**src/rtl/approx_adder_error_monitor.sv**
```systemverilog
`default_nettype none
// ============================================================================
// Module   : approx_adder_error_monitor
// Brief    : Windowed error-distance statistics for an N-bit approximate adder.
// Revision : 1.0 - initial release
// ============================================================================
module approx_adder_error_monitor #(
    parameter int N           = 16,
    parameter int WINDOW_LOG2 = 8
) (
    input  logic                     clk,
    input  logic                     rst,
    input  logic                     start,
    input  logic                     in_valid,
    input  logic [N-1:0]             a,
    input  logic [N-1:0]             b,
    input  logic [N:0]               approx_sum,
    output logic                     busy,
    output logic                     done,
    output logic [WINDOW_LOG2:0]     err_count,
    output logic [N+1+WINDOW_LOG2:0] sum_ed,
    output logic [N+WINDOW_LOG2:0]   sum_abs_ed,
    output logic [N:0]               max_abs_ed
);

    localparam logic [1:0] c_st_idle  = 2'd0;
    localparam logic [1:0] c_st_accum = 2'd1;
    localparam logic [1:0] c_st_flush = 2'd2;
    localparam logic [1:0] c_st_done  = 2'd3;

    localparam logic [WINDOW_LOG2:0] c_last_idx = {1'b0, {WINDOW_LOG2{1'b1}}};
    localparam logic [WINDOW_LOG2:0] c_cnt_one  = {{WINDOW_LOG2{1'b0}}, 1'b1};

    logic [1:0]               r_state;
    logic                     r_busy;
    logic                     r_done;
    logic [WINDOW_LOG2:0]     r_cnt;

    logic                     r_v;
    logic                     r_nz;
    logic [N+1:0]             r_ed;
    logic [N:0]               r_abs;

    logic [WINDOW_LOG2:0]     r_err_count;
    logic [N+1+WINDOW_LOG2:0] r_sum_ed;
    logic [N+WINDOW_LOG2:0]   r_sum_abs;
    logic [N:0]               r_max_abs;

    logic                     w_accept;
    logic                     w_clear;
    logic [N:0]               w_exact;
    logic [N+1:0]             w_ed;
    logic [N+1:0]             w_ed_neg;
    logic [N:0]               w_abs;

    assign w_accept = (r_state == c_st_accum) && in_valid;
    assign w_clear  = (r_state == c_st_idle) && start;

    // One extra bit beyond the exact sum keeps ED signed without overflow.
    assign w_exact  = {1'b0, a} + {1'b0, b};
    assign w_ed     = {1'b0, w_exact} - {1'b0, approx_sum};
    assign w_ed_neg = -w_ed;
    assign w_abs    = w_ed[N+1] ? w_ed_neg[N:0] : w_ed[N:0];

    always_ff @(posedge clk or posedge rst) begin
        if (rst) begin
            r_v   <= 1'b0;
            r_nz  <= 1'b0;
            r_ed  <= '0;
            r_abs <= '0;
        end else begin
            r_v <= w_accept;
            if (w_accept) begin
                r_ed  <= w_ed;
                r_abs <= w_abs;
                r_nz  <= |w_ed;
            end
        end
    end

    always_ff @(posedge clk or posedge rst) begin
        if (rst) begin
            r_err_count <= '0;
            r_sum_ed    <= '0;
            r_sum_abs   <= '0;
            r_max_abs   <= '0;
        end else if (w_clear) begin
            r_err_count <= '0;
            r_sum_ed    <= '0;
            r_sum_abs   <= '0;
            r_max_abs   <= '0;
        end else if (r_v) begin
            r_sum_ed  <= r_sum_ed + {{WINDOW_LOG2{r_ed[N+1]}}, r_ed};
            r_sum_abs <= r_sum_abs + {{WINDOW_LOG2{1'b0}}, r_abs};
            if (r_nz) begin
                r_err_count <= r_err_count + c_cnt_one;
            end
            if (r_abs > r_max_abs) begin
                r_max_abs <= r_abs;
            end
        end
    end

    // FLUSH gives the stage-2 pipeline one cycle to absorb the last sample.
    always_ff @(posedge clk or posedge rst) begin
        if (rst) begin
            r_state <= c_st_idle;
            r_busy  <= 1'b0;
            r_done  <= 1'b0;
            r_cnt   <= '0;
        end else begin
            case (r_state)
                c_st_idle: begin
                    r_done <= 1'b0;
                    if (start) begin
                        r_cnt   <= '0;
                        r_busy  <= 1'b1;
                        r_state <= c_st_accum;
                    end
                end
                c_st_accum: begin
                    if (w_accept) begin
                        r_cnt <= r_cnt + c_cnt_one;
                        if (r_cnt == c_last_idx) begin
                            r_state <= c_st_flush;
                        end
                    end
                end
                c_st_flush: begin
                    r_busy  <= 1'b0;
                    r_done  <= 1'b1;
                    r_state <= c_st_done;
                end
                c_st_done: begin
                    r_done  <= 1'b0;
                    r_state <= c_st_idle;
                end
                default: begin
                    r_busy  <= 1'b0;
                    r_done  <= 1'b0;
                    r_state <= c_st_idle;
                end
            endcase
        end
    end

    assign busy       = r_busy;
    assign done       = r_done;
    assign err_count  = r_err_count;
    assign sum_ed     = r_sum_ed;
    assign sum_abs_ed = r_sum_abs;
    assign max_abs_ed = r_max_abs;

endmodule
`default_nettype wire

```
**config.mk**
```make
export PLATFORM = sky130hd
export DESIGN_NAME = approx_adder_error_monitor
export DESIGN_NICKNAME = d
export VERILOG_FILES = /design/src/rtl/approx_adder_error_monitor.sv
export SDC_FILE = /design/constraint.sdc
export NUM_CORES = 1
export LEC_CHECK = 0
export BUFFER_PORTS_ARGS = -buffer_cell sky130_fd_sc_hd__buf_2
export CAP_MARGIN = 20
export CORE_ASPECT_RATIO = 0.8
export CORE_MARGIN = 2
export CORE_UTILIZATION = 58
export CTS_BUF_LIST = sky130_fd_sc_hd__clkbuf_8
export DETAILED_ROUTE_END_ITERATION = 10
export GPL_TIMING_DRIVEN = 0
export PLACE_DENSITY = 0.89
export SETUP_SLACK_MARGIN = 0.3
export SLEW_MARGIN = 15
export SYNTH_ARGS = -nofsm -noshare
export SYNTH_HDL_FRONTEND = slang
export SYNTH_SLANG_ARGS = --single-unit
```
**constraint.sdc**
```tcl
create_clock -name clk -period 5 [get_ports clk]
set_input_delay 0.75 -clock clk [delete_from_list [all_inputs] [get_ports clk]]
set_output_delay 0.75 -clock clk [all_outputs]
set_load 0.1 [all_outputs]
```
==> flow_summary.ini <==
[floorplanning]
coreArea_um2 = 15750
chipHeight_um = 117.5
rows = 41
dieArea_um2 = 17140
die_x_um = 145.9
start_util_pct = 59.31
io_pins = 132

[sta]
fin_crit_sh_pct = 82.54
worst_slew_pin_slew_ns = 0.9520
rsz0062_at_grt = no
hold_viol = 0
maxSlewViolCount = 0
finClkSkew_ns = 0.01068
finalCriticalPeriod_ns = 4.127
finalSetupViolations = 0
slew_headroom_pct = 36.53
finalSetupTns_ns = 0
max_freq_mhz = 242.3

[synthesis]
synth.area.top_cells = dfrtp_1, ha_1, nand2_1
synth-main-ff-cell = dfrtp_1
yosysUniqueCellTypes = 64
syn_inst = 1078
syn_area_um2 = 9340
synth_warnings = 0
syn_nets = 1234
synth_top_area_cell = dfrtp_1
synthArstFlopShare_pct = 100.0
synthTopCellsByCount = nand2_1, dfrtp_1, inv_1, nor2_1, ha_1
ys_ff_latch = 126
synth-seq-area-share_pct = 33.76
synth_most_common_cell = nand2_1
synth_edf_count = 0
postSynthAreaPerCell_um2 = 8.664
synth_top_area_share_pct = 33.76

[setup_path]
reg2reg_slack_ns = 1.58
r2r_cells = 12
worst_setup_path_end_kind = flop
worstPathArrival_ns = 4.49
reg2reg_to = sum_abs_ed[20]$_DFFE_PP0P_
critPathLaunchType = input pin
cp_max_fo = 7
r2r-start = r_ed[0]$_DFFE_PP0P_
cp_data_required_time_ns = 5.36
critical_path_class = input pin to flop

[cells_and_area]
n_antenna_cell = 0
area_growth_pct = 14.79
design_area_um2 = 10720
drive_above_1_share_pct = 14.53
nets = 1385

[routing]
drt-total-wl_um = 23510
ant_nets = 0
routedWlPerCell_um = 16.17
drc = 0
drt_first_pass_iters = 5
detail_route.iter0.violations = 651
via_per_inst = 5.822
vias = 8465

[global_routing]
globalRouteOverflowTotal = 0
grt_pass1_wl_um = 39350
grtUsageTotal_pct = 28.20
first_global_vias = 7971
antenna_found_initial = 0
grt_max_degree = 76

[placed_design]
dpl_cell_area_um2 = 10300
dp_hpwl_um = 17920
port_buffers = 131
gp_congestion = 0.9362

[clock_network]
cts_resized = 0
tritoncts = built
post_cts_buffers = 0
insertion_delay_ns = 0.45
ctsHoldBuffers = 0
htreeDepth = 4
cts_num_sinks = 126
root_buffer = clkbuf_8
clkTransAtPathRegs_ns = 0.08
clock_path_buffers = 2
numCtsBuffers = 17

[pwr]
power_density_nw_per_um2 = 676.7
ir_drop_mv = 0.5095
cellLeakagePower_nw = 5.454

[job]
maxCapViolations = 0

[worst_hold_path]
hold_class = input pin to async pin

[status]
status = completed
where the power goes:
| group | internal [mW] | switching [mW] | leakage (nW) |
|---|---|---|---|
| logic | 1.40 | 3.14 | 3.58 |
| registers | 1.36 | 0.387 | 1.65 |
| clock network | 0.564 | 0.405 | 0.221 |
critical path, stage by stage:
cell	delay, ns
buf_2	0.08
inv_1	0.04
fa_1	0.52
inv_1	0.04
ha_1	0.27
clkbuf_2	0.17
nand4_1	0.13
nor4_2	0.59
nor3_2	0.10
xnor2_1	0.23
nor2_1	0.19
or4b_4	0.52
or4_4	0.50
and3_4	0.18
o31ai_2	0.16
logic make-up after synthesis:
family          count (synthesis)  synth area share (%)
xor+xnor                       69                 6.470
flops                         126                 33.76
buf+inv                       144                 5.814
simple gates                  352                 17.13
mux                            49                 5.265
fa+ha+maj                     103                 15.24
compound gates                235                 16.32
layer usage:
layer / global-route usage (%) / routed length, µm / vias to the layer above
met5: 0 / 0 / -
met4: 7.721 / 608 / 0
met3: 5.078 / 1820 / 51
met2: 44.60 / 10690 / 385
met1: 40.14 / 10390 / 4024
li1: - / - / 4005
cells in the final DEF (no fill, tap or decap), types with 13 or more instances in the layout:
cell type and count:
fa_1 18, nor2_1 93, nand3_1 26, a21o_1 16, o21a_1 17, xor2_1 31, dfrtp_1 126, nand2_1 148
clkbuf_1 22, inv_1 113, ha_1 85, o21ai_0 60, a211oi_1 13, buf_2 131, clkbuf_8 23, or3_1 15
xnor2_1 38, a21oi_1 59, nor3_1 13, mux2i_1 48
final cells by class:
type / instances / area [µm²]
buffer: 30 / 115.1
clock buffer: 23 / 316.6
clock inverter: 6 / 107.6
fill: 1210 / 5027
inverter: 114 / 432.9
multi-input combinational: 808 / 5644
sequential: 126 / 3153
tap: 215 / 269.0
timing repair buffer: 132 / 683.2
per-stage QoR:
stage / hold WS, ns / utilization (%) / std cells / power, mW / setup slack (ns)
floorplan: 0.4499 / - / 1078 / 5.253 / 0.8090
detailed placement: 0.4820 / 65.38 / 1425 / 6.203 / 0.4677
global placement: 0.4716 / 65.18 / 1424 / 6.034 / -0.5212
global route: 0.3678 / 68.08 / 1454 / 7.720 / 0.6775
finish: 0.3405 / 68.08 / 1454 / 7.255 / 0.8728
CTS: 0.3482 / 68.08 / 1454 / 7.203 / 0.9167
registers in the layout, summed over array words and instances (netlist names), 2 cells and up:
signal and count:
err_count 9, max_abs_ed 17, r_abs 16, r_cnt 9, r_ed 18, r_state 2
sum_abs_ed 25, sum_ed 26
worst max path at each step:
stage,from,end,slack (ns),depth (start not counted)
after CTS,a[7],r_abs[15]$_DFFE_PP0P_,0.92,15
after floorplan,a[1],r_abs[15]$_DFFE_PP0P_,0.81,12
final,a[7],r_abs[15]$_DFFE_PP0P_,0.87,15
after global placement,rst,sum_ed[10]$_DFFE_PP0P_,-0.52,2
after global routing,a[7],r_abs[15]$_DFFE_PP0P_,0.68,15
after detailed placement,a[7],r_abs[15]$_DFFE_PP0P_,0.47,15
Power figures use the tool's default switching activity.
